==> config.mk <==
export PLATFORM = sky130hd
export DESIGN_NAME = cache_mem_arbiter
export DESIGN_NICKNAME = d
export VERILOG_FILES = /design/src/rtl/cache_mem_arbiter.sv
export SDC_FILE = /design/constraint.sdc
export NUM_CORES = 1
export LEC_CHECK = 0
export CAP_MARGIN = 20
export CORE_MARGIN = 2
export CORE_UTILIZATION = 41
export CTS_BUF_LIST = sky130_fd_sc_hd__clkbuf_8
export DETAILED_ROUTE_END_ITERATION = 16
export PLACE_DENSITY = 0.95
export RECOVER_POWER = 25
export SKIP_LAST_GASP = 1
export SYNTH_ARGS = -nofsm -noshare
export SYNTH_HDL_FRONTEND = slang
export SYNTH_SLANG_ARGS = --single-unit
==> constraint.sdc <==
create_clock -name clk -period 3.45 [get_ports clk]
set_input_delay 0.5175 -clock clk [delete_from_list [all_inputs] [get_ports clk]]
set_output_delay 0.5175 -clock clk [all_outputs]
set_load 0.005 [all_outputs]
==> src/rtl/cache_mem_arbiter.sv <==
// cache_mem_arbiter: I/D-cache shared memory port arbiter with tagged read-return pipeline; ARB_RR_EN enables round-robin tie-break
module cache_mem_arbiter #(
  parameter int MEM_LATENCY = 4,
  parameter int ADDR_W = 16,
  parameter int DATA_W = 16
) (
  input  logic              clk,
  input  logic              rst,
  input  logic              i_req,
  input  logic              i_rd,
  input  logic [ADDR_W-1:0] i_addr,
  input  logic              d_req,
  input  logic              d_rd,
  input  logic              d_we,
  input  logic [ADDR_W-1:0] d_addr,
  input  logic [DATA_W-1:0] d_wdata,
  output logic              i_grant,
  output logic              d_grant,
  output logic              i_data_valid,
  output logic              d_data_valid,
  output logic [DATA_W-1:0] rdata,
  output logic              mem_en,
  output logic              mem_we,
  output logic [ADDR_W-1:0] mem_addr,
  output logic [DATA_W-1:0] mem_wdata,
  input  logic [DATA_W-1:0] mem_rdata
);
  typedef enum logic [1:0] {IDLE, OWN_I, OWN_D} state_t;
  state_t state, nxt;
  logic prefer_d;
  logic [ADDR_W-1:0] addr_q;
  logic [DATA_W-1:0] wdata_q;
  logic [MEM_LATENCY-1:0] vld, own;
`ifdef ARB_RR_EN
  logic last_d;
  assign prefer_d = ~last_d;
  always_ff @(posedge clk or posedge rst) begin
    if (rst) last_d <= 1'b0;
    else if (nxt != IDLE) last_d <= nxt == OWN_D;
  end
`else
  assign prefer_d = 1'b1;
`endif
  always_comb begin
    nxt = state == OWN_I ? (i_req ? OWN_I : d_req ? OWN_D : IDLE) :
          state == OWN_D ? (d_req ? OWN_D : i_req ? OWN_I : IDLE) :
          (d_req & (prefer_d | ~i_req)) ? OWN_D : i_req ? OWN_I : IDLE;
  end
  always_comb begin
    mem_en = state == OWN_I ? i_rd : state == OWN_D ? (d_rd | d_we) : 1'b0;
    mem_we = (state == OWN_D) & d_we;
    mem_addr = ~mem_en ? addr_q : state == OWN_D ? d_addr : i_addr;
    mem_wdata = state == OWN_D ? d_wdata : wdata_q;
  end
  always_ff @(posedge clk or posedge rst) begin
    if (rst) begin
      state <= IDLE;
      i_grant <= 1'b0;
      d_grant <= 1'b0;
      addr_q <= '0;
      wdata_q <= '0;
      vld <= '0;
      own <= '0;
    end else begin
      state <= nxt;
      i_grant <= nxt == OWN_I;
      d_grant <= nxt == OWN_D;
      addr_q <= mem_addr;
      wdata_q <= mem_wdata;
      vld[0] <= mem_en & ~mem_we;
      own[0] <= state == OWN_D;
      for (int k = 1; k < MEM_LATENCY; k++) begin
        vld[k] <= vld[k-1];
        own[k] <= own[k-1];
      end
    end
  end
  assign i_data_valid = vld[MEM_LATENCY-1] & ~own[MEM_LATENCY-1];
  assign d_data_valid = vld[MEM_LATENCY-1] & own[MEM_LATENCY-1];
  assign rdata = mem_rdata;
endmodule

### Yosys cells after proc, flatten, opt, wreduce, memory -nomap -nowiden

Cells that the tools add are included.

* equality and inequality tests: 4
* mux-type cells: 10
* bitwise operators: 7

Operator list (number)
* $mux 16: 3
* $mux 2: 4
* $and 1x1->1: 4
* $eq 2x1->1 const B: 2
* $eq 2x2->1 const B: 2
* $mux 1: 3
* $not 1->1: 2
* $or 1x1->1: 1

* register bits: 44
* input port bits: 71
* logic and storage cells: 28

### Depth between registers and ports, before layout

Gate-level depths: netlist of run 1.

* depth in word-level cells: 4
* depth in mapped cells: 5

### Worst setup path after synthesis of run 1

OpenSTA, ideal clock, no wires.

* kind: input-to-output
* start point: in d_we
* end point: out mem_addr[10]
* arrival: 1.445 ns
* data required time: 2.932 ns
* slack: 1.487 ns
* cell stages on the path: 4
* cell sequence: o21ai_0 -> o2bb2ai_4 -> buf_6 -> mux2_4

* cells in the longest elaborated chain, start to end: 4

RTL lines
* start, declared: line 14 `input logic d_we,`
* $or 1x1->1: line 50 `mem_en = state == OWN_I ? i_rd : state == OWN_D ? (d_rd | d_we) : 1'b0;`
* $mux 1 (2 in series): line 50
* named net mem_en: line 22 `output logic mem_en,`
* $mux 16: line 52 `mem_addr = ~mem_en ? addr_q : state == OWN_D ? d_addr : i_addr;`
* end, declared: line 24 `output logic [ADDR_W-1:0] mem_addr,`

The timed path passes the listed nets, and every way through them passes these cells.

### Worst setup path in the final report of run 1

* start point: in d_we
* end point: out mem_addr[14]

* cells in the longest elaborated chain, start to end: 4

RTL lines (line)
* $or 1x1->1: 50
* $mux 1 (2 in series): 50
* $mux 16: 52

Every way passes these cells.

==> flow_metrics.env, run 1 <==
export IMPL_grt_total_usage_pct=14.9
export IMPL_die_height_um=73.9
export IMPL_io_buffers=92
export IMPL_gp_congestion=0.650
export IMPL_setup_tns_ps=0
export IMPL_clock_sinks=44
export IMPL_maxCapViolations=1
export IMPL_wire_per_inst_um=14.3
export IMPL_power_w=0.00133
export IMPL_slowest_delay_ps=500
export IMPL_cts_hold_buf=0
export IMPL_cp_depth=6
export IMPL_core_um2=4720
export IMPL_cts_tree="built"
export IMPL_violations="capacitance limit, slew limit"
export IMPL_syn_area_um2=2000
export IMPL_timing_final_ws_setup_ps=279
export IMPL_avgSynthCellArea_um2=15.8
export IMPL_finalSetupViolCount=0
export IMPL_reg2reg_slack_ps=1590
export IMPL_finalClockSkew_ps=2.52
export IMPL_drt_iter0_markers=23
export IMPL_mostFrequentLayoutCells="clkdlybuf4s50_1 (91), dfrtp_1 (44), mux2_2 (28)"
export IMPL_dp_cells=269
export IMPL_critPathCaptureType="output pin"
export IMPL_fin_crit_sh_pct=91.9
export IMPL_synth_cells=127
export IMPL_power_density_nw_per_um2=454
export IMPL_num_rows=25
export IMPL_status="finished with violations"
export IMPL_max_clock_path_buffers=2
export IMPL_nNetsFinal=280
export IMPL_grt_pass1_wl_mm=6.02
export IMPL_drive_above_1_share_pct=28.7
export IMPL_drv_slew=45
export IMPL_worstSetupStartpointType="input port"
export IMPL_drt_first_pass_iters=4
export IMPL_clk_latency_ps=290
export IMPL_syn_nets=198
export IMPL_ys_seq_area_share_pct=54.9
export IMPL_hold_class="register to register"
export IMPL_mostFrequentLayoutCell="clkdlybuf4s50_1"
export IMPL_drt_total_wl_mm=3.95
export IMPL_ys_ff_latch=44
export IMPL_fin_crit_ps=3170
export IMPL_path_cells="clkdlybuf4s50_1 -> o21ai_0 -> o2bb2ai_4 -> buf_4 -> mux2_4 -> clkdlybuf4s50_1"
export IMPL_reg2reg_depth=4
export IMPL_reg2reg_from="state[0]"
export IMPL_num_fill_cells=376
export IMPL_syn_to_final_growth_pct=46.8
export IMPL_n_antenna_cell=0
export IMPL_crit_family="buffers and inverters"
export IMPL_vias_per_cell=4.54
export IMPL_seqCellArea_um2=1100
export IMPL_stdcell_count=276
export IMPL_worstPathArrival_ps=2650
export IMPL_crit_end="mem_addr[14]"
export IMPL_initial_core_util_pct=42.4
export IMPL_hold_viol=0
export IMPL_rr_endpoint="addr_q[7]"
export IMPL_grt_pass1_vias=1288
export IMPL_die_area_um2=5460
export IMPL_pre_cts_ws_ps=275
export IMPL_drcViolationCount=0
export IMPL_hpwl_mm=2.98
export IMPL_post_cts_buffers=0
export IMPL_dieWidth_um=73.9
export IMPL_htreeDepth=2
export IMPL_ir_drop_mv=0.279
export IMPL_critPathRequiredTime_ps=2930
export IMPL_leakage_nw=1.26
export IMPL_cp_startpoint="d_we"
export IMPL_slowest_stage="clkdlybuf4s50_1"
export IMPL_fmax_ghz=0.315
export IMPL_critPathBufInv=3
export IMPL_tightest_slew_ps=1600
export IMPL_rsz0062_at_grt="false"
export IMPL_cp_common_cell="clkdlybuf4s50_1"
export IMPL_antenna_found_initial=0
export IMPL_vias=1253
export IMPL_clk_transition_reported_paths_ps=70
export IMPL_slew_headroom_pct=-6.89
export IMPL_worstSetupPathType="input port to output pin"
export IMPL_cts_buffers_inserted=5
export IMPL_multi_input_area_um2=721
export IMPL_yosysUniqueCellTypes=15
export IMPL_cts_resized_gates=0
export IMPL_ant_nets=0
export IMPL_grt_max_degree=45
export IMPL_cts_root_buf="clkbuf_8"
export IMPL_yosysWarnings=0
export IMPL_grt_ovfl_total=0
export IMPL_io_pins=125
export IMPL_worstPathMaxFanout=15
==> synth_stat cells, drive strengths merged <==
master,n,area (µm²)
and2,2,12.5
nor2b,2,12.5
o21a,2,15.0
and2b,1,8.76
dfrtp,44,1100
buf,21,181
a21oi,2,10.0
o21ai,1,5.00
mux2,48,616
o2bb2ai,1,27.5
inv,2,7.51
a21boi,1,7.51
==> worst register-to-register path: cells and delay by family (launching register included) <==
| kind | cells | cell delay, ps |
|---|---|---|
| buf+inv | 1 | 270 |
| flops | 1 | 440 |
| mux | 2 | 580 |
| simple gates | 1 | 450 |
==> stage by stage <==
stage	hold slack [ps]	instance area, µm²	utilization, %
floorplan	331	2000	-
global route	362	2940	62.3
finish	351	2940	62.3
global placement	335	2870	60.7
detailed placement	336	2870	60.7
CTS	352	2940	62.3
==> worst min path at each step <==
stage / start / endpoint / slack, ps / cells after the start
5_1_grt: vld[0] / vld[1] / 360 / 0
2_1_floorplan: own[0] / own[1] / 330 / 0
6_report: vld[1] / vld[2] / 350 / 0
4_1_cts: vld[1] / vld[2] / 350 / 0
3_3_place_gp: own[0] / own[1] / 330 / 0
3_5_place_dp: vld[1] / vld[2] / 340 / 0
==> cell families (layout without fill, tap and decap cells) <==
group | after synthesis | count (layout) | synth area share, %
buffers and inverters | 23 | 105 | 9.43
and+or+nand+nor | 5 | 5 | 1.69
muxes | 48 | 48 | 30.7
DFF | 44 | 44 | 54.9
AOI/OAI and AO/OA | 7 | 7 | 3.25
==> state kept, by name, indices dropped and copies added (netlist names) <==
| signal | flops |
|---|---|
| d_grant | 1 |
| state | 2 |
| i_grant | 1 |
| wdata_q | 16 |
| vld | 4 |
| own | 4 |
| addr_q | 16 |
==> power by group <==
| group | switching (W) | leakage, nW | internal (W) |
|---|---|---|---|
| combinational | 0.000128 | 0.688 | 0.000294 |
| clock | 0.000155 | 0.0452 | 0.000135 |
| sequential | 0.0000240 | 0.526 | 0.000599 |
| total | 0.000307 | 1.26 | 0.00103 |
==> routing by layer <==
metal	vias to the layer above	wire (µm)	GRT usage (%)
li1	583	-	-
met1	602	1470	16.1
met2	55	2090	25.6
met3	13	335	6.17
met4	0	61	6.26
met5	-	0	0
==> cell type report <==
type	count	share of cell area [%]
clock inverter	2	0.298
multi-input combinational	60	24.5
tap	67	2.85
sequential	44	37.4
timing repair buffer	96	32.3
clock buffer	5	2.34
inverter	2	0.255
No activity file was read; power rests on OpenSTA's default activity.
==> run 2: changes to the inputs <==
--- a/config.mk
+++ b/config.mk
@@ -7,10 +7,10 @@
 export LEC_CHECK = 0
 export CAP_MARGIN = 20
 export CORE_MARGIN = 2
-export CORE_UTILIZATION = 41
+export CORE_UTILIZATION = 34
 export CTS_BUF_LIST = sky130_fd_sc_hd__clkbuf_8
 export DETAILED_ROUTE_END_ITERATION = 16
-export PLACE_DENSITY = 0.95
+export PLACE_DENSITY = 0.89
 export RECOVER_POWER = 25
 export SKIP_LAST_GASP = 1
 export SYNTH_ARGS = -nofsm -noshare
==> constraint.sdc (replaced) <==
create_clock -name clk -period 2.8 [get_ports clk]
set_input_delay 0.42 -clock clk [delete_from_list [all_inputs] [get_ports clk]]
set_output_delay 0.42 -clock clk [all_outputs]
set_load 0.005 [all_outputs]
==> flow_metrics.env, run 2 (synthesis results as in run 1) <==
export IMPL_status="finished with violations"
export IMPL_violations="capacitance limit, slew limit"
export IMPL_top_layer="met4"
export IMPL_fin_crit_ps=2670
export IMPL_clk_transition_reported_paths_ps=80
export IMPL_wire_per_inst_um=14.3
export IMPL_core_um2=5610
export IMPL_place_area_um2=2880
export IMPL_slowest_delay_ps=480
export IMPL_n_antenna_cell=0
export IMPL_clkPwrFrac_pct=28.1
export IMPL_syn_to_final_growth_pct=49.5
export IMPL_whs_path_depth=0
export IMPL_grt_pass1_vias=1367
export IMPL_nNetsFinal=279
export IMPL_drive_above_1_share_pct=29.2
export IMPL_grt_pass1_wl_mm=6.43
export IMPL_ir_drop_mv=0.297
export IMPL_seq_power_share_pct=42.8
export IMPL_final_area_um2=3000
export IMPL_initial_core_util_pct=35.7
export IMPL_dr_wl_met3_um=377
export IMPL_grt_max_degree=45
export IMPL_dieWidth_um=80.8
export IMPL_reg2reg_slack_ps=1180
export IMPL_wl_met2_mm=2.07
export IMPL_critPathRequiredTime_ps=2380
export IMPL_grt_total_usage_pct=12.9
export IMPL_wl_met1_mm=1.54
export IMPL_critPathBufInv=3
export IMPL_maxCapViolations=1
export IMPL_hold_end="vld[3]"
export IMPL_hpwl_mm=3.03
export IMPL_cts_buffers_inserted=5
export IMPL_clock_sinks=44
export IMPL_post_cts_buffers=0
export IMPL_mostFrequentLayoutCell="clkdlybuf4s50_1"
export IMPL_num_rows=27
export IMPL_vias_per_cell=4.40
export IMPL_hold_viol=0
export IMPL_finalSetupViolCount=0
export IMPL_path_cells="clkdlybuf4s50_1 -> o21ai_0 -> o2bb2ai_4 -> buf_12 -> mux2_2 -> clkdlybuf4s50_1"
export IMPL_reg2reg_depth=4
export IMPL_drcViolationCount=0
export IMPL_holdCritStartpoint="vld[2]"
export IMPL_antenna_found_initial=0
export IMPL_cts_resized_gates=0
export IMPL_htreeDepth=2
export IMPL_slowest_stage="clkdlybuf4s50_1"
export IMPL_fin_crit_sh_pct=95.3
export IMPL_worstPathMaxFanout=17
export IMPL_cts_root_buf="clkbuf_8"
export IMPL_reg2reg_from="state[0]"
export IMPL_mostFrequentLayoutCells="clkdlybuf4s50_1 (91), dfrtp_1 (44), mux2_2 (28)"
export IMPL_io_buffers=92
export IMPL_max_clock_path_buffers=2
export IMPL_gp_congestion=0.702
export IMPL_crit_family="buffers and inverters"
export IMPL_worstPathArrival_ps=2250
export IMPL_rr_endpoint="addr_q[15]"
export IMPL_slew_headroom_pct=-6.78
export IMPL_finalClockSkew_ps=3.74
export IMPL_top_regs="addr_q x16, wdata_q x16"
export IMPL_power_net_switching_w=0.000397
export IMPL_pwr_share_comb_pct=29.1
export IMPL_cts_hold_buf=0
export IMPL_drv_slew=45
export IMPL_die_area_um2=6530
export IMPL_cts_tree="built"
export IMPL_hold_class="register to register"
export IMPL_vias=1235
export IMPL_setup_tns_ps=0
export IMPL_critPathCaptureType="output pin"
export IMPL_drt_iter0_markers=18
export IMPL_fmax_ghz=0.375
export IMPL_grt_ovfl_total=0
export IMPL_ant_nets=0
export IMPL_p_sw_share_pct=22.2
export IMPL_power_density_nw_per_um2=597
export IMPL_cp_depth=6
export IMPL_die_height_um=80.8
export IMPL_rsz0062_at_grt="false"
export IMPL_cp_common_cell="clkdlybuf4s50_1"
export IMPL_worstSetupPathType="input port to output pin"
export IMPL_leakage_nw=1.27
export IMPL_worstSetupStartpointType="input port"
export IMPL_io_pins=125
export IMPL_p_int_w=0.00139
export IMPL_drt_first_pass_iters=4
export IMPL_clk_latency_ps=290
export IMPL_tightest_slew_ps=1600
export IMPL_drt_total_wl_mm=4.01
-- run 2: cell count changes in the layout (fill, tap and decap cells not counted), sizes merged --
cell    change
buf         -1
bufinv      +1
clkbuf      +1
inv         -1
-- run 2: power by group through the flow --
stage               Sequential (W)  Clock [W]  Combinational (W)
floorplan                 0.000768          0           0.000253
global placement          0.000775          0           0.000518
detailed placement        0.000781          0           0.000528
CTS                       0.000768   0.000526           0.000532
global route              0.000776   0.000554           0.000562
finish                    0.000766   0.000504           0.000521
-- run 2: worst max-delay path by stage --
stage                   from           end  slack [ps]
floorplan           state[0]  mem_addr[10]        1010
global placement        d_we   mem_addr[2]         140
detailed placement      d_we   mem_addr[1]         130
CTS                 state[0]   mem_addr[1]         110
global route            d_we   mem_addr[4]          30
finish                  d_we   mem_addr[4]         130
-- run 2: layout make-up --
class                      count  area (µm²)
clock inverter                 2        38.8
multi-input combinational     60         721
inverter                       2        7.51
clock buffer                   6        82.6
sequential                    44        1100
timing repair buffer          95         956
tap                           72        90.1
fill                         494        2610
-- run 2: metal layers --
metal  vias up  global-route usage [%]
met5         -                       0
met4         0                    3.22
met3         4                    5.89
met2        51                    22.0
met1       601                    14.7
li1        579                       -
-- run 2: through the flow --
step | cells | total power [W] | setup slack [ps] | utilization [%] | hold slack [ps]
5_1_grt | 281 | 0.00189 | 32.8 | 53.4 | 368
3_5_place_dp | 273 | 0.00131 | 130 | 51.3 | 337
2_1_floorplan | 127 | 0.00102 | 1010 | - | 331
6_report | 281 | 0.00179 | 133 | 53.4 | 354
3_3_place_gp | 273 | 0.00129 | 142 | 51.3 | 332
4_1_cts | 281 | 0.00183 | 110 | 53.5 | 356
